--- config.mk ---
export PLATFORM = sky130hd
export DESIGN_NAME = washing_machine
export DESIGN_NICKNAME = d
export VERILOG_FILES = /design/src/rtl/washing_machine.sv
export SDC_FILE = /design/constraint.sdc
export NUM_CORES = 1
export LEC_CHECK = 0
export BUFFER_PORTS_ARGS = -buffer_cell sky130_fd_sc_hd__buf_2
export CAP_MARGIN = 40
export CORE_AREA = 2 2 39 41
export CTS_CLUSTER_DIAMETER = 60
export DETAILED_ROUTE_END_ITERATION = 8
export DIE_AREA = 0 0 41 43
export PLACE_DENSITY = 0.68
export SLEW_MARGIN = 30
export SYNTH_ARGS = -nofsm -noshare
export SYNTH_HDL_FRONTEND = slang
export SYNTH_SLANG_ARGS = --single-unit
--- constraint.sdc ---
create_clock -name clk -period 1.6 [get_ports clk]
set_input_delay 0.32 -clock clk [delete_from_list [all_inputs] [get_ports clk]]
set_output_delay 0.32 -clock clk [all_outputs]
set_load 0.02 [all_outputs]
--- src/rtl/washing_machine.sv ---
// Front-load washing machine sequencer: lock, fill, soap, wash, drain, spin, done.
// Optional watchdog with ERROR state enabled by defining WM_WATCHDOG_EN.
module washing_machine #(
   parameter int WDOG_CYCLES = 1024
) (
   input  logic clk,
   input  logic rst,
   input  logic start,
   input  logic door,
   input  logic filled,
   input  logic detergent_add,
   input  logic cycle_timeout,
   input  logic drained,
   input  logic spin,
   output logic lock,
   output logic water_valve,
   output logic water_wash,
   output logic soap_wash,
   output logic motor,
   output logic drain_valve,
   output logic done,
   output logic error
);

   typedef enum logic [2:0] {
      S_IDLE  = 3'd0,
      S_FILL  = 3'd1,
      S_SOAP  = 3'd2,
      S_WASH  = 3'd3,
      S_DRAIN = 3'd4,
      S_SPIN  = 3'd5,
      S_DONE  = 3'd6
`ifdef WM_WATCHDOG_EN
      ,S_ERROR = 3'd7
`endif
   } state_t;

   // Output bits: {lock, water_valve, water_wash, soap_wash, motor, drain_valve, done, error}
   function automatic logic [7:0] decode_outputs(input state_t s);
      logic [7:0] o;
      case (s)
         S_IDLE:  o = 8'b0000_0000;
         S_FILL:  o = 8'b1100_0000;
         S_SOAP:  o = 8'b1001_0000;
         S_WASH:  o = 8'b1010_1000;
         S_DRAIN: o = 8'b1000_0100;
         S_SPIN:  o = 8'b1000_1100;
         S_DONE:  o = 8'b0000_0010;
`ifdef WM_WATCHDOG_EN
         S_ERROR: o = 8'b1000_0101;
`endif
         default: o = 8'b0000_0000;
      endcase
      return o;
   endfunction

   if (WDOG_CYCLES < 2) begin : g_wdog_param_check
      $error("WDOG_CYCLES must be at least 2");
   end

   state_t     state_q;
   state_t     state_d;
   logic [7:0] out_q;

`ifdef WM_WATCHDOG_EN
   localparam int CW = $clog2(WDOG_CYCLES) + 1;
   localparam logic [CW-1:0] WDOG_LAST = CW'(WDOG_CYCLES - 1);
   logic [CW-1:0] wdog_q;
   logic          wait_state_s;
`endif

   // Next-state logic; each state holds until its own exit input is seen.
   always_comb begin
      state_d = state_q;
      case (state_q)
         S_IDLE: begin
            if (start && door) state_d = S_FILL;
            else               state_d = S_IDLE;
         end
         S_FILL: begin
            if (filled) state_d = S_SOAP;
            else        state_d = S_FILL;
         end
         S_SOAP: begin
            if (detergent_add) state_d = S_WASH;
            else               state_d = S_SOAP;
         end
         S_WASH: begin
            if (cycle_timeout) state_d = S_DRAIN;
            else               state_d = S_WASH;
         end
         S_DRAIN: begin
            if (drained) state_d = S_SPIN;
            else         state_d = S_DRAIN;
         end
         S_SPIN: begin
            if (spin) state_d = S_DONE;
            else      state_d = S_SPIN;
         end
         S_DONE: begin
            if (!start) state_d = S_IDLE;
            else        state_d = S_DONE;
         end
`ifdef WM_WATCHDOG_EN
         S_ERROR: begin
            if (drained && !start) state_d = S_IDLE;
            else                   state_d = S_ERROR;
         end
`endif
         default: state_d = S_IDLE;
      endcase
`ifdef WM_WATCHDOG_EN
      // A stalled wait state with an expired budget is forced to ERROR.
      if (wait_state_s && (wdog_q == WDOG_LAST) && (state_d == state_q)) begin
         state_d = S_ERROR;
      end else begin
         state_d = state_d;
      end
`endif
   end

`ifdef WM_WATCHDOG_EN
   // Marks the states in which the watchdog budget is consumed.
   always_comb begin
      case (state_q)
         S_FILL, S_SOAP, S_WASH, S_DRAIN, S_SPIN: wait_state_s = 1'b1;
         default:                                 wait_state_s = 1'b0;
      endcase
   end

   // Watchdog counter: clears on any state change, saturates at the limit.
   always_ff @(posedge clk) begin
      if (!rst) begin
         wdog_q <= '0;
      end else if (state_d != state_q) begin
         wdog_q <= '0;
      end else if (wait_state_s && (wdog_q != WDOG_LAST)) begin
         wdog_q <= wdog_q + 1'b1;
      end else begin
         wdog_q <= wdog_q;
      end
   end
`endif

   // State register with outputs decoded from the next state so they align with state_q.
   always_ff @(posedge clk) begin
      if (!rst) begin
         state_q <= S_IDLE;
         out_q   <= 8'b0000_0000;
      end else begin
         state_q <= state_d;
         out_q   <= decode_outputs(state_d);
      end
   end

   assign lock        = out_q[7];
   assign water_valve = out_q[6];
   assign water_wash  = out_q[5];
   assign soap_wash   = out_q[4];
   assign motor       = out_q[3];
   assign drain_valve = out_q[2];
   assign done        = out_q[1];
`ifdef WM_WATCHDOG_EN
   assign error       = out_q[0];
`else
   assign error       = 1'b0;
`endif

endmodule

Yosys cells after proc, flatten, opt, wreduce, memory -nomap -nowiden
Cells that the tools add are included.
{"block": "word_totals", "register_bits": 11, "input_bits": 9, "out_inout_bits": 8, "wordCells": 25}
{"block": "classes", "eq_ne": 12, "mux": 9, "reduce_logical": 2}
{"cell": "one-hot mux 8 bit (6 select lines)", "count": 1}
{"cell": "one-hot mux 3 bit (7 select lines)", "count": 1}
{"cell": "equality test 3 bit, second input constant", "count": 6}
{"cell": "equality test 3 x 2 -> 1 bit, second input constant", "count": 4}
{"cell": "equality test 3 x 1 -> 1 bit, second input constant", "count": 2}
{"cell": "two-way mux 3 bit", "count": 2}
{"cell": "two-way mux 2 bit", "count": 2}
{"cell": "logical NOT 3 bit", "count": 1}
{"cell": "two-way mux 1 bit", "count": 3}
{"cell": "logical AND 1 bit", "count": 1}

Longest topological paths before layout
Gate-level depths: netlist (run 1).
{"block": "depth", "depth_word": 5, "ltp_mapped": 5, "depth_no_buf": 4}

Worst setup path after synthesis (run 1)
Ideal clock, no wire load.
{"block": "synth_timing", "path_type": "reg2reg", "start": "reg state_q[2]", "end": "reg out_q[1]", "setup_time_ps": 115, "t_arrival_ps": 1183, "required_ps": 1485, "slack_ps": 301, "path_stages_with_launch": 5, "n_path_buf": 0, "synth_period_minus_slack_ps": 1299, "path_cell_list": "dfxtp_1 > mux2_4 > a221oi_4 > or2_4 > nor3b_2"}
{"block": "synth_via", "elab_chain_cells": 4, "elab_cells_between_ends": 15, "classes_between": "eq/ne: 12; mux: 2; reduce/logical: 1"}
{"element": "from (decl)", "line_no": "61", "text": "state_t state_q;"}
{"element": "from (signal assigned)", "line_no": "151", "text": "state_q <= state_d;"}
{"element": "equality test 3 bit (tied with other cells)", "line_no": "75", "text": "case (state_q)"}
{"element": "one-hot mux 3 bit (7 select lines) (*)", "line_no": "75"}
{"element": "equality test 3 bit (tied with other cells)", "line_no": "41", "text": "case (s)"}
{"element": "one-hot mux 8 bit (6 select lines) (*)", "line_no": "41"}
{"element": "to (signal assigned)", "line_no": "152", "text": "out_q <= decode_outputs(state_d);"}
{"element": "to (decl)", "line_no": "63", "text": "logic [7:0] out_q;"}
Every way passes the cells marked *; elsewhere a longest branch is shown, timed or not.
A chain may end at the register's enable or synchronous reset.

Worst setup path after layout (run 1)
{"block": "layout_timing", "start": "reg state_q[2]", "end": "reg out_q[4]"}
Same word-level chain as after synthesis.

==> results of run 1 <==
-- metrics by stage --
step	cell area (µm²)	cells
floorplan	511.7	48
detailed placement	599.3	78
finish	635.6	82
global route	635.6	82
global placement	599.3	78
CTS	635.6	82
-- critical path, cell delays in order, from the launching register on --
cell	delay, ps
dfxtp_1	440
mux2_4	340
a221oi_4	310
or2_4	190
nor3_2	40
-- layout make-up --
cell class / count / share of cell area, %
Inverter: 2 / 1.181
Sequential cell: 10 / 31.50
Multi-Input combinational cell: 34 / 45.47
Clock buffer: 4 / 5.709
Tap cell: 16 / 3.150
Timing Repair Buffer: 16 / 12.99
-- logic make-up (layout without fill, tap and decap cells) --
logic type             after synthesis  in the layout  synth area share, %
AO/OA/AOI/OAI                       10             10                20.78
buffers and inverters                4             22                4.401
other                                1              1               0.7328
multiplexers                         1              1                2.933
flip-flops                          10             10                39.12
AND/OR/NAND/NOR                     22             22                32.03
-- sequential cells by signal (all words and copies together), names as in the netlist --
name	count
state_q	3
out_q	7
-- placed cells by master (no fill, tap or decap), types with 2 or more instances in the layout --
cell type  count
buf_2         15
dfxtp_1       10
nor2_1         3
clkbuf_4       3
inv_1          2
a21oi_1        2
nand2b_1       2
and2_1         2
-- per-layer routing --
metal	share of wire, %	vias up
met1	41	183
met3	5.6	0
met4	0	0
met2	54	16
met5	0	-
li1	-	202
-- power breakdown --
group | leakage (nW) | switching [W] | internal, W
clock network | 0.0210 | 0.0000850 | 0.000138
logic | 0.177 | 0.0000898 | 0.0000826
registers | 0.0815 | 0.0000179 | 0.000270
-- worst max path at each step --
stage	end	cells after the start	slack, ps
floorplan	out_q[1]$_SDFF_PN0_	4	300
global placement	out_q[1]$_SDFF_PN0_	4	190
detailed placement	out_q[1]$_SDFF_PN0_	4	170
CTS	out_q[7]$_SDFF_PN0_	4	160
global route	out_q[7]$_SDFF_PN0_	4	80
finish	out_q[4]$_SDFF_PN0_	4	160
==> results.toml, run 1 <==
[routing]
vias = 401
drt_iter0_markers = 5
wl_um = 960
vias_per_cell = 4.890
ant_nets = 0
drc = 0
drtPass1Iterations = 7
routedWlPerCell_um = 11.71

[timing]
fin_hold_ws_ps = 334.8
fmax_mhz = 696.1
tns_ps = 0
rsz0062_at_grt = "false"
fin_crit_sh_pct = 89.79
finClkSkew_ps = 6.070
layout_setup_ws_ps = 163.4
setup_viol_count_final = 0
period_needed_ps = 1437
timing_hold_violations_final = 0
maxSlewViolCount = 0

[power]
irDropWorstVdd_mv = 0.3709
power_w = 0.0006831
power_density_mw_per_mm2 = 1075
cellLeakagePower_nw = 0.2796

[clock_tree]
clkSinkCount = 10
post_cts_buffers = 0
hold_buffers = 0
clk-insertion-delay-late_ps = 260
clk_path_buf_depth = 2
clock-root-buffer = "clkbuf_4"
ctsResizeCount = 0
clkTransAtPathRegs_ps = 70
cts_buffers = 3
cts_tree = "built"
htreeDepth = 1

[die]
start_util_pct = 36.98
dieArea_mm2 = 0.001763
io_pins = 17
die_w_um = 41
rows = 14
core_mm2 = 0.001384
die_h_um = 43

[setup_path]
reg2regPathDepth = 4
endpoint_kind = "register"
cp.required_ps = 1760
cp_max_fo = 7
worstReg2RegStart = "state_q[2]$_SDFF_PN0_"
crit_arrival_ps = 1590
rr_endpoint = "out_q[4]$_SDFF_PN0_"
critPathLaunch = "state_q[2]$_SDFF_PN0_"
reg2reg_slack_ps = 160
critPathKind = "reg2reg"
worst_setup_path_start_kind = "register"

[synthesis]
synth_edf_count = 0
synth-seq-cells = 10
synth_warnings = 0
syn_area_um2 = 511.7
seq_area_frac_synth_pct = 39.12
synthFlopType = "dfxtp_1"
synth_top_area_cell = "dfxtp_1"
ys_types = 32
synth_most_common_cell = "dfxtp_1"
synthArstFlopShare_pct = 0
synthesis.nets = 57
ys_top_cells_by_area = "dfxtp_1, a221oi_4, a21boi_4, buf_4, mux2_4"
synthTopCellsByCount = "dfxtp_1, nor2_1"
syn_inst = 48
avgSynthCellArea_um2 = 10.66
yosysTopAreaCellShare_pct = 39.12

[global_routing]
grt_max_degree = 8
met1_usage_pct = 14.01
antenna_found_initial = 0
grt_pass1_vias = 358
grt_overflow = 0
grt_usage_pct = 13.51
grt_pass1_wl_um = 1504
busiest_layer = "met2"
grt_use_met3_pct = 4.712
grt.met2_usage_pct = 20.94

[worst_hold_path]
holdPathStages = 3
hold_class = "in2reg"
worstHoldStart = "rst"
whs_endpoint = "out_q[4]$_SDFF_PN0_"

[final_layout]
multi_input_area_um2 = 289.0
regArea_um2 = 200.2
layout-drive-gt1-share_pct = 53.03
nets = 76
finalCoreUtilization_pct = 45.93
diodes = 0
area_growth_pct = 24.21
nFillCells = 146

[place]
gp_congestion = 0.6898
port-buffer-count = 15
dp_hpwl_um = 749.8
place_ws_ps = 172.9

[status]
status = "finished clean"

[flow_run]
maxCapViolCount = 0
Note: power is estimated with default switching activity, not from simulation.
==> inputs of run 2 (changes only) <==
==> constraint.sdc (replaced) <==
create_clock -name clk -period 1.8 [get_ports clk]
set_input_delay 0.36 -clock clk [delete_from_list [all_inputs] [get_ports clk]]
set_output_delay 0.36 -clock clk [all_outputs]
set_load 0.02 [all_outputs]
==> run 2 against run 1 <==
Net effect: utilization decreased by 0.54 points; sequential power decreased by 11%; die area unchanged; largest cell class unchanged; critical path type unchanged; critical path depth unchanged.
==> results.toml, run 2 (synthesis gave the netlist of run 1 again) <==
[status]
status = "finished clean"

[final_layout]
diodes = 0
final-instance-count-excl-fill = 81
layout_commonest_cell = "buf_2"
nets = 75
largest_register_ffs = 7
layout-drive-gt1-share_pct = 52.31
reg_top3 = "out_q (7), state_q (3)"
area_growth_pct = 22.74
stdcell_area_um2 = 628.1
final_cell_mix = "buf_2, dfxtp_1, nor2_1, clkbuf_4"
regMostFlops = "out_q"

[setup_path]
cpMaxStageDelayCell = "dfxtp_1"
endpoint_kind = "register"
worst_setup_path_start_kind = "register"
path_buf_inv = 0
slowest_delay_ps = 440
crit_chain = "mux2_4 -> a221oi_4 -> or2_4 -> nor3b_2"
critPathKind = "reg2reg"
rr_endpoint = "out_q[1]$_SDFF_PN0_"
reg2regPathDepth = 4
critPathTopFamily = "flip-flops"
reg2reg_slack_ps = 370
critPathLaunch = "state_q[2]$_SDFF_PN0_"
cp_max_fo = 7
cp.required_ps = 1970
worstReg2RegStart = "state_q[2]$_SDFF_PN0_"
crit_arrival_ps = 1600

[timing]
maxSlewViolCount = 0
finClkSkew_ps = 1.449
fin_hold_ws_ps = 352.6
timing_hold_violations_final = 0
period_needed_ps = 1432
fmax_mhz = 698.5
setup_viol_count_final = 0
tns_ps = 0
fin_crit_sh_pct = 79.53
rsz0062_at_grt = "false"

[flow_run]
maxCapViolCount = 0

[place]
place_area_um2 = 591.8
dpl.cell_count = 77
gp_congestion = 0.7226
port-buffer-count = 15
dp_hpwl_um = 713.4

[die]
io_pins = 17
die_w_um = 41
rows = 14
die_h_um = 43
core_mm2 = 0.001384
dieArea_mm2 = 0.001763
start_util_pct = 36.98

[clock_tree]
clock-root-buffer = "clkbuf_4"
cts_buffers = 3
hold_buffers = 0
htreeDepth = 1
clk_path_buf_depth = 2
clkSinkCount = 10
cts_tree = "built"
post_cts_buffers = 0
clk-insertion-delay-late_ps = 270
clkTransAtPathRegs_ps = 70
ctsResizeCount = 0

[worst_hold_path]
holdPathStages = 3
whs_endpoint = "out_q[4]$_SDFF_PN0_"
hold_class = "in2reg"
worstHoldStart = "rst"

[power]
power_density_mw_per_mm2 = 976.6
cellLeakagePower_nw = 0.2743
power_w = 0.0006134
irDropWorstVdd_mv = 0.3675

[routing]
wl_um = 927
drtPass1Iterations = 2
routedWlPerCell_um = 11.44
vias = 400
drc = 0
ant_nets = 0
drt_iter0_markers = 1
vias_per_cell = 4.938

[global_routing]
grt_pass1_wl_um = 1538
grt_pass1_vias = 373
grt_overflow = 0
antenna_found_initial = 0
grt_usage_pct = 12.79
grt_max_degree = 11
[run 2: changes by cell type in the layout (fill, tap and decap cells not counted), sizes merged]
| cell | delta |
|---|---|
| buf | -1 |
[run 2: tightest hold or removal path, delay by kind of cell]
family / cells / cell delay (ps)
and+or+nand+nor: 2 / 120
buffers and inverters: 1 / 110
[run 2: through the flow]
stage / setup slack (ps) / utilization [%]
floorplan: 501.3 / -
global placement: 369.8 / 42.77
detailed placement: 381.5 / 42.77
CTS: 361.8 / 45.39
global route: 245.8 / 45.39
finish: 368.4 / 45.39
[run 2: area by class of cell]
cell class | count | area (µm²)
Sequential cell | 10 | 200.2
Clock buffer | 4 | 36.28
Timing Repair Buffer | 15 | 75.07
Tap cell | 16 | 20.02
Inverter | 2 | 7.507
Fill cell | 138 | 755.7
Multi-Input combinational cell | 34 | 289.0
[run 2: worst max path at each step]
stage                                     end  cells past startpoint
after floorplan           out_q[1]$_SDFF_PN0_                      4
after CTS                 out_q[7]$_SDFF_PN0_                      4
after global placement    out_q[1]$_SDFF_PN0_                      4
final                     out_q[1]$_SDFF_PN0_                      4
after global routing      out_q[7]$_SDFF_PN0_                      4
after detailed placement  out_q[1]$_SDFF_PN0_                      4
[run 2: where the power goes]
| group | total, W | internal, W | switching, W |
|---|---|---|---|
| combinational | 0.000146 | 0.0000698 | 0.0000761 |
| clock | 0.000210 | 0.000123 | 0.0000871 |
| sequential | 0.000257 | 0.000240 | 0.0000177 |
| total | 0.000613 | 0.000433 | 0.000181 |
[run 2: layer usage]
metal	track usage (%)	wire, µm
met1	17.53	429
met2	17.19	434
met3	1.571	47
met4	10.00	15
met5	0	0
